<file path="src/rtl/biquad_channel_scheduler.sv">
`default_nettype none
// ============================================================================
// Module      : biquad_channel_scheduler
// Description : Time-multiplexes one stateless biquad MAC engine between
//               N_CH audio channels. Keeps per-channel filter history
//               (x1, x2, y1, y2) and double-buffered Q2.14 coefficients.
//               Pending samples are arbitrated round-robin. Each grant
//               issues one engine job. Each result is returned tagged with
//               its channel.
// Revision    : 1.0  initial release
// ----------------------------------------------------------------------------
// Ports
//   clk, rst_n              clock, asynchronous active-low reset
//   i_in_valid[N_CH]        per-channel new-sample pulse
//   i_in_sample[16*N_CH]    signed samples, channel c at [16c+15:16c]
//   i_cfg_we/ch/idx/data    shadow coefficient write (0=b0 1=b1 2=b2 3=a1 4=a2)
//   i_cfg_commit            request shadow->active copy at next IDLE
//   o_eng_trigger           1-cycle engine job start
//   o_eng_x0..o_eng_a2      registered operands for the granted channel
//   i_eng_result/ready      engine result and its 1-cycle valid pulse
//   o_out_valid/ch/sample   filtered sample out, tagged with its channel
//   o_overrun[N_CH]         sticky: sample lost to an overwrite
//   o_timeout_err           sticky: a job was aborted waiting for the engine
//   o_busy                  FSM not in IDLE
// ============================================================================
module biquad_channel_scheduler #(
  parameter int N_CH    = 2,
  parameter int TIMEOUT = 31
) (
  input  logic                 clk,
  input  logic                 rst_n,
  input  logic [N_CH-1:0]      i_in_valid,
  input  logic [16*N_CH-1:0]   i_in_sample,
  input  logic                 i_cfg_we,
  input  logic [2:0]           i_cfg_ch,
  input  logic [2:0]           i_cfg_idx,
  input  logic [15:0]          i_cfg_data,
  input  logic                 i_cfg_commit,
  output logic                 o_eng_trigger,
  output logic [15:0]          o_eng_x0,
  output logic [15:0]          o_eng_x1,
  output logic [15:0]          o_eng_x2,
  output logic [15:0]          o_eng_y1,
  output logic [15:0]          o_eng_y2,
  output logic [15:0]          o_eng_b0,
  output logic [15:0]          o_eng_b1,
  output logic [15:0]          o_eng_b2,
  output logic [15:0]          o_eng_a1,
  output logic [15:0]          o_eng_a2,
  input  logic [15:0]          i_eng_result,
  input  logic                 i_eng_ready,
  output logic                 o_out_valid,
  output logic [2:0]           o_out_ch,
  output logic [15:0]          o_out_sample,
  output logic [N_CH-1:0]      o_overrun,
  output logic                 o_timeout_err,
  output logic                 o_busy
);

  localparam int c_IW    = (N_CH > 1) ? $clog2(N_CH) : 1;
  localparam int c_CW    = $clog2(TIMEOUT + 1);
  localparam int c_NCOEF = 5;

  typedef enum logic [1:0] {
    S_IDLE   = 2'd0,
    S_ISSUE  = 2'd1,
    S_WAIT   = 2'd2,
    S_COMMIT = 2'd3
  } state_t;

  state_t            r_state;
  state_t            w_next;

  // Pending sample buffers
  logic [N_CH-1:0]   r_pend;
  logic [15:0]       r_pend_data [N_CH];
  logic [N_CH-1:0]   r_overrun;

  // Per-channel filter history
  logic [15:0]       r_x1 [N_CH];
  logic [15:0]       r_x2 [N_CH];
  logic [15:0]       r_y1 [N_CH];
  logic [15:0]       r_y2 [N_CH];

  // Coefficient banks
  logic [15:0]       r_shd [N_CH][c_NCOEF];
  logic [15:0]       r_act [N_CH][c_NCOEF];
  logic              r_commit_req;

  // Arbitration and job bookkeeping
  logic [c_IW-1:0]   r_rr;
  logic [c_IW-1:0]   r_gch;
  logic [c_IW-1:0]   w_gsel;
  logic              w_any;
  logic [N_CH-1:0]   w_gclr;
  logic [c_CW-1:0]   r_wcnt;
  logic [15:0]       r_result;
  logic              r_timeout_err;

  // Registered engine operands
  logic [15:0]       r_op_x0, r_op_x1, r_op_x2, r_op_y1, r_op_y2;
  logic [15:0]       r_op_b0, r_op_b1, r_op_b2, r_op_a1, r_op_a2;

  // FSM control strobes
  logic              w_copy;
  logic              w_grant;
  logic              w_capture;
  logic              w_abort;
  logic              w_hist_we;

  // --------------------------------------------------------------------------
  // Round-robin search: first pending channel starting at rr+1 (mod N_CH).
  // Iterating from the farthest offset down lets the nearest one win.
  // --------------------------------------------------------------------------
  always_comb begin
    w_any  = 1'b0;
    w_gsel = '0;
    for (int k = N_CH; k >= 1; k--) begin
      if (r_pend[(int'(r_rr) + k) % N_CH]) begin
        w_any  = 1'b1;
        w_gsel = c_IW'((int'(r_rr) + k) % N_CH);
      end
    end
  end

  always_comb begin
    w_gclr = '0;
    for (int c = 0; c < N_CH; c++) begin
      w_gclr[c] = w_grant && (w_gsel == c_IW'(c));
    end
  end

  // --------------------------------------------------------------------------
  // FSM
  // --------------------------------------------------------------------------
  always_ff @(posedge clk or negedge rst_n) begin
    if (!rst_n) begin
      r_state <= S_IDLE;
    end else begin
      r_state <= w_next;
    end
  end

  always_comb begin
    w_next        = r_state;
    w_copy        = 1'b0;
    w_grant       = 1'b0;
    w_capture     = 1'b0;
    w_abort       = 1'b0;
    w_hist_we     = 1'b0;
    o_eng_trigger = 1'b0;
    o_out_valid   = 1'b0;
    o_busy        = 1'b1;
    case (r_state)
      S_IDLE: begin
        o_busy = 1'b0;
        // A pending commit takes the whole IDLE cycle; arbitration waits.
        if (r_commit_req) begin
          w_copy = 1'b1;
        end else if (w_any) begin
          w_grant = 1'b1;
          w_next  = S_ISSUE;
        end
      end
      S_ISSUE: begin
        o_eng_trigger = 1'b1;
        w_next        = S_WAIT;
      end
      S_WAIT: begin
        if (i_eng_ready) begin
          w_capture = 1'b1;
          w_next    = S_COMMIT;
        end else if (r_wcnt == c_CW'(TIMEOUT - 1)) begin
          w_abort = 1'b1;
          w_next  = S_IDLE;
        end
      end
      S_COMMIT: begin
        o_out_valid = 1'b1;
        w_hist_we   = 1'b1;
        w_next      = S_IDLE;
      end
      default: w_next = S_IDLE;
    endcase
  end

  // --------------------------------------------------------------------------
  // Pending buffers. A new sample always wins over a same-cycle grant clear.
  // Overrun flags only a sample that is actually lost: if the old one is
  // being granted this cycle it has been consumed, not overwritten.
  // --------------------------------------------------------------------------
  always_ff @(posedge clk or negedge rst_n) begin
    if (!rst_n) begin
      r_pend    <= '0;
      r_overrun <= '0;
      for (int c = 0; c < N_CH; c++) begin
        r_pend_data[c] <= '0;
      end
    end else begin
      for (int c = 0; c < N_CH; c++) begin
        if (i_in_valid[c]) begin
          r_pend[c]      <= 1'b1;
          r_pend_data[c] <= i_in_sample[16*c +: 16];
          if (r_pend[c] && !w_gclr[c]) begin
            r_overrun[c] <= 1'b1;
          end
        end else if (w_gclr[c]) begin
          r_pend[c] <= 1'b0;
        end
      end
    end
  end

  // --------------------------------------------------------------------------
  // Coefficient banks. Shadow writes are accepted any cycle; the copy to the
  // active bank only happens in IDLE, so a running job never sees a change.
  // --------------------------------------------------------------------------
  always_ff @(posedge clk or negedge rst_n) begin
    if (!rst_n) begin
      r_commit_req <= 1'b0;
      for (int c = 0; c < N_CH; c++) begin
        for (int k = 0; k < c_NCOEF; k++) begin
          r_shd[c][k] <= '0;
          r_act[c][k] <= '0;
        end
      end
    end else begin
      for (int c = 0; c < N_CH; c++) begin
        for (int k = 0; k < c_NCOEF; k++) begin
          if (i_cfg_we && (int'(i_cfg_ch) == c) && (int'(i_cfg_idx) == k)) begin
            r_shd[c][k] <= i_cfg_data;
          end
          if (w_copy) begin
            r_act[c][k] <= r_shd[c][k];
          end
        end
      end
      // A commit arriving during the copy cycle keeps the request alive so
      // any shadow write made alongside it is not lost.
      r_commit_req <= i_cfg_commit | (r_commit_req & ~w_copy);
    end
  end

  // --------------------------------------------------------------------------
  // Grant, operand capture, wait counter, result and error flag
  // --------------------------------------------------------------------------
  always_ff @(posedge clk or negedge rst_n) begin
    if (!rst_n) begin
      r_rr          <= c_IW'(N_CH - 1);
      r_gch         <= '0;
      r_wcnt        <= '0;
      r_result      <= '0;
      r_timeout_err <= 1'b0;
      r_op_x0       <= '0;
      r_op_x1       <= '0;
      r_op_x2       <= '0;
      r_op_y1       <= '0;
      r_op_y2       <= '0;
      r_op_b0       <= '0;
      r_op_b1       <= '0;
      r_op_b2       <= '0;
      r_op_a1       <= '0;
      r_op_a2       <= '0;
    end else begin
      if (w_grant) begin
        r_rr    <= w_gsel;
        r_gch   <= w_gsel;
        r_op_x0 <= r_pend_data[w_gsel];
        r_op_x1 <= r_x1[w_gsel];
        r_op_x2 <= r_x2[w_gsel];
        r_op_y1 <= r_y1[w_gsel];
        r_op_y2 <= r_y2[w_gsel];
        r_op_b0 <= r_act[w_gsel][0];
        r_op_b1 <= r_act[w_gsel][1];
        r_op_b2 <= r_act[w_gsel][2];
        r_op_a1 <= r_act[w_gsel][3];
        r_op_a2 <= r_act[w_gsel][4];
      end
      if (r_state == S_ISSUE) begin
        r_wcnt <= '0;
      end else if (r_state == S_WAIT) begin
        r_wcnt <= r_wcnt + c_CW'(1);
      end
      if (w_capture) begin
        r_result <= i_eng_result;
      end
      if (w_abort) begin
        r_timeout_err <= 1'b1;
      end
    end
  end

  // --------------------------------------------------------------------------
  // History update for the granted channel. An aborted job never reaches
  // COMMIT, so its channel history stays as it was.
  // --------------------------------------------------------------------------
  always_ff @(posedge clk or negedge rst_n) begin
    if (!rst_n) begin
      for (int c = 0; c < N_CH; c++) begin
        r_x1[c] <= '0;
        r_x2[c] <= '0;
        r_y1[c] <= '0;
        r_y2[c] <= '0;
      end
    end else if (w_hist_we) begin
      r_x2[r_gch] <= r_x1[r_gch];
      r_x1[r_gch] <= r_op_x0;
      r_y2[r_gch] <= r_y1[r_gch];
      r_y1[r_gch] <= r_result;
    end
  end

  assign o_eng_x0      = r_op_x0;
  assign o_eng_x1      = r_op_x1;
  assign o_eng_x2      = r_op_x2;
  assign o_eng_y1      = r_op_y1;
  assign o_eng_y2      = r_op_y2;
  assign o_eng_b0      = r_op_b0;
  assign o_eng_b1      = r_op_b1;
  assign o_eng_b2      = r_op_b2;
  assign o_eng_a1      = r_op_a1;
  assign o_eng_a2      = r_op_a2;
  assign o_out_ch      = 3'(r_gch);
  assign o_out_sample  = r_result;
  assign o_overrun     = r_overrun;
  assign o_timeout_err = r_timeout_err;

endmodule

`default_nettype wire

</file>
<file path="config.mk">
export PLATFORM = sky130hd
export DESIGN_NAME = biquad_channel_scheduler
export DESIGN_NICKNAME = d
export VERILOG_FILES = /design/src/rtl/biquad_channel_scheduler.sv
export SDC_FILE = /design/constraint.sdc
export NUM_CORES = 1
export LEC_CHECK = 0
export CAP_MARGIN = 0
export CORE_ASPECT_RATIO = 0.9
export CORE_MARGIN = 10
export CORE_UTILIZATION = 57
export CTS_CLUSTER_SIZE = 30
export DETAILED_ROUTE_END_ITERATION = 10
export HOLD_SLACK_MARGIN = 0.15
export PLACE_DENSITY = 0.88
export SKIP_CTS_REPAIR_TIMING = 1
export SLEW_MARGIN = 20
export SYNTH_ARGS = -nofsm -noshare
export SYNTH_HDL_FRONTEND = slang
export SYNTH_SLANG_ARGS = --single-unit
</file>
<file path="constraint.sdc">
create_clock -name clk -period 2.36 [get_ports clk]
set_clock_uncertainty 0.2 [all_clocks]
set_input_delay 0.236 -clock clk [delete_from_list [all_inputs] [get_ports clk]]
set_output_delay 0.236 -clock clk [all_outputs]
set_load 0.03 [all_outputs]
</file>
[Yosys cells after proc, flatten, opt, wreduce, memory -nomap -nowiden]
Cells that the tools add are included.
Word-level totals
  bits in registers: 671
  bits of input ports: 77
  output and inout bits: 185
Operators by class
  $add $sub $neg: 3
  $lt $le $gt $ge: 5
  eq/ne operators: 12
  muxes and demuxes: 64
  bitwise gates (word level): 8
  reduce and logical (&&, ||, !) cells: 28
Operator list (count)
  $mux W16: 22
  $mux W80: 3
  $bwmux W32: 4
  $mux W1: 27
  $logic_and A1 B1 Y1: 17
  $demux W16 S1: 1
  $mux W5: 2
  $eq A3 B3 Y1 const B: 3
  $mux W2: 4
  $pmux W2 S4: 1
  $eq A3 B2 Y1 const B: 2
  $logic_not A3 Y1: 2
  $lt A2 B3 Y1 const B: 2
  $reduce_bool A2 Y1: 3
  $add A5 B1 Y5 const B: 1
  $eq A5 B5 Y1 const B: 1
  $eq A2 B2 Y1 const B: 2
  $ge A2 B2 Y1 const B: 2
  $ne A2 B2 Y1 const B: 2
  $not A1 Y2: 2
  $reduce_and A2 Y1: 2
  $ne A3 B3 Y1 const B: 1
  $reduce_and A3 Y1: 1
  $add A1 B1 Y1 const B: 2
  other kinds (8): 11

[Longest topological paths before layout]
  depth in word-level cells: 14
  depth in mapped cells: 9
  gate-level depth less buffers: 6

[Worst setup path after synthesis]
No wires, ideal clock.
  kind: register -> register
  start point: register r_state[1]
  end point: register r_op_b0[10] (netlist: o_eng_b0[10])
  setup time: 0.127 ns
  arrival: 1.792 ns
  required time: 2.033 ns
  slack: 0.241 ns
  stages on the path, launching flop included: 9
  path buffers: 2
  cell sequence: dfrtp_1 -> inv_1 -> ha_1 -> nor2b_2 -> o21ai_2 -> clkbuf_1 -> buf_2 -> a222oi_1 -> inv_1
On the way
  cells in the longest elaborated chain, start to end: 2
Ends and longest elaborated chain
  from (decl): line 71  | state_t r_state;
  from (signal assigned): line 140  | r_state <= w_next;
  $logic_not A2 Y1: line 154  | case (r_state)
  $mux W1: line 154
  to (signal assigned): line 273  | r_op_b0 <= r_act[w_gsel][0];
  to (decl): line 102  | logic [15:0] r_op_b0, r_op_b1, r_op_b2, r_op_a1, r_op_a2;
No other way between the ends.
A chain may end at the register's enable or synchronous reset.

[Worst setup path in the final report]
  start point: register r_gch
  end point: output o_out_ch[0]
RTL lines
  from (decl): line 92  | logic [c_IW-1:0] r_gch;
  from (signal assigned): line 267  | r_gch <= w_gsel;
  to (decl): line 53  | output logic [2:0] o_out_ch,
No word-level cell between the ends.

==> results.yml <==
synthesis:
  yosys-top-cells-area: "dfrtp_1 (65%), mux2_2 (21%), a222oi_1 (6.2%)"
  yosys_warnings: 0
  synth_edf_count: 0
  ys_types: 43
  synth_top_area_share_pct: 64.9
  syn_area_mm2: 0.0258
  synth_compound_area_share_pct: 6.79
  postSynthAreaPerCell_um2: 15.2
  yosys.area_share.xor_xnor_pct: 0
  synth-simple-area-share_pct: 1.08
  synth.mux.area_fraction_pct: 21.8
  ys_ff_latch: 671
  syn_inst: 1694
  ys_seq_area_share_pct: 65.0
  synth_top_area_cell: "dfrtp_1"
  synth_top_family_by_area: "multiplexers"
  synth-main-ff-cell: "dfrtp_1"
  synth-adder-area-share_pct: 0.339
  async_flop_share_pct: 100
clocking:
  cts.htree.levels: 3
  cts_sinks: 671
  tritoncts: "built"
  root_buffer: "clkbuf_16"
  cts_buffers: 66
  cts_buffer_depth: 3
  clock_latency_ns: 0.59
  clk_pin_slew_worst_paths_ns: 0.06
setup_path:
  start_kind: "flop"
  crit_chain: "clkdlybuf4s50_1"
  crit_buf_inv: 1
  path_max_fanout: 4
  endpoint_kind: "primary output"
  arrival_ns: 1.86
  max_stage_delay_ns: 0.83
  critical-path-slowest-cell: "clkdlybuf4s50_1"
  criticalPathCategory: "reg -> out"
  worst_ep_required_time_ns: 1.92
  cp_top_family: "buffers and inverters"
power_and_ir_drop:
  internal_power_uw: 28100
  swShare_pct: 33.7
  pwr-share-comb_pct: 33.1
  clockPowerShare_pct: 24.9
  p_leak_uw: 0.0159
  p_switching_uw: 14300
  vdd_drop_max_uv: 742
  power.density_mw_per_mm2: 1320
  power_uw: 42400
  p_seq_share_pct: 41.9
sta:
  tightest_slew_ns: 0.769
  period_minus_slack_ns: 2.30
  setup_violations: 0
  max_clock_freq_ghz: 0.436
  hold_ws_ns: 0.263
  hold_violations: 0
  relSlewSlack_pct: 48.6
  drv_slew: 0
  rsz0062_at_grt: "false"
  fin_crit_sh_pct: 97.3
detailed_routing:
  postRouteAntennaNets: 0
  drc_errors: 0
  first_iter_violations: 1772
  drt-pass1-iter-count: 9
  post_drt_via_cell_ratio: 6.09
  vias: 16252
  wl_per_cell_um: 25.0
  totalWireLength_mm: 66.8
die:
  die-area_mm2: 0.0542
  fp.dieW_um: 244
  fp.dieH_um: 222
  start_util_pct: 58.1
  core_area_mm2: 0.0445
  core.rowCount: 73
  pin_count: 262
placement:
  hpwl_mm: 40.7
  gp_congestion: 0.794
  portBuffers: 259
  dp.cells: 2503
grt:
  grt_overflow: 0
  grt_pass1_wl_mm: 101
  grt_use_met1_pct: 29.2
  grt_usage_pct: 23.6
  grtUsageMet2_pct: 39.3
  use_met3_pct: 5.52
  grt_max_degree: 87
  antenna_found_initial: 1
  grt.busiest_layer: "met2"
  grt_pass1_vias: 17389
run:
  cap_viol_max_count: 0
finish:
  final_util_pct: 72.4
  fin_nets: 2107
  final_cell_mix: "dfrtp_1 (670), mux2_2 (477), clkdlybuf4s50_1 (255)"
  instances_no_fill: 2670
  drive_gt1_share_pct: 33.1
  diodes: 0
  layout_commonest_cell: "dfrtp_1"
  syn2layout_area_growth_pct: 24.7
status:
  outcome: "completed"
hold_path:
  hp-class: "reg -> reg"
## Yosys cell counts, types with 2 or more instances
cell type and n:
clkbuf_1 35, nand2b_1 3, buf_2 48, o21ai_0 4
and4b_1 2, nand2_1 5, a222oi_1 160, o22ai_1 3
buf_1 22, ha_1 7, and3_1 2, nand2_2 6
a31o_2 2, a21o_1 3, nor3b_1 4, inv_1 170
buf_6 12, nor3_1 2, mux2_2 477, buf_4 4
dfrtp_1 670, mux2_4 10, mux2_1 10, nor2_1 6
a21oi_1 5, nand3_1 5
## metrics by stage
stage / worst slack [ns] / instance area [µm²] / setup TNS, ns
2_1_floorplan: 0.241 / 25800 / 0
3_3_place_gp: -0.0265 / 29500 / -0.424
3_5_place_dp: -0.0891 / 29500 / -2.29
4_1_cts: -0.373 / 31700 / -0.877
5_1_grt: 0.00962 / 32200 / 0
6_report: 0.0643 / 32200 / 0
## power by group through the flow
| stage | combinational (µW) | sequential [µW] | clock [µW] |
|---|---|---|---|
| final | 14000 | 17800 | 10600 |
| after global routing | 14900 | 18100 | 11200 |
| after CTS | 14100 | 17700 | 10700 |
| after detailed placement | 13900 | 17800 | 0 |
| after global placement | 13400 | 17500 | 0 |
| after floorplan | 6420 | 19300 | 0 |
## final timing paths
kind	endpoint	from	slack, ns	depth (start not counted)
hold reg to reg	o_eng_y2[13]	r_y2[13]	0.26	2
setup / recovery	o_out_ch[0]	r_gch	0.06	1
min in group asynchronous	r_act[90]	rst_n	0.64	4
setup reg to reg	o_eng_x1[15]	r_state[0]	0.10	7
hold / removal	o_eng_y2[13]	r_y2[13]	0.26	2
max in group asynchronous	r_pend_data[8]	rst_n	0.72	5
## final cells by class
type	instances	area [µm²]
clock buffers	96	1990
clock inverters	19	189
well taps	600	751
multi-input cells	731	7800
repair buffers	383	4060
inverters	170	638
flip-flops and latches	671	16800
fillers	2640	12300
## registers in the layout (all words and copies together) (netlist names), 32 cells and up
signal       flops
r_y2            32
r_act          160
r_y1            32
r_x1            32
r_x2            32
r_shd          160
r_pend_data     32
## routing by layer
layer	wire, µm	vias up
li1	-	6806
met1	25700	8617
met2	33800	664
met3	4680	163
met4	2540	2
met5	13	-
## cells by family after synthesis
kind of cell / Yosys count
simple gates: 42
flops: 671
mux: 497
buf+inv: 293
other cells: 1
fa+ha+maj: 7
compound gates: 183
Power figures use the tool's default switching activity.
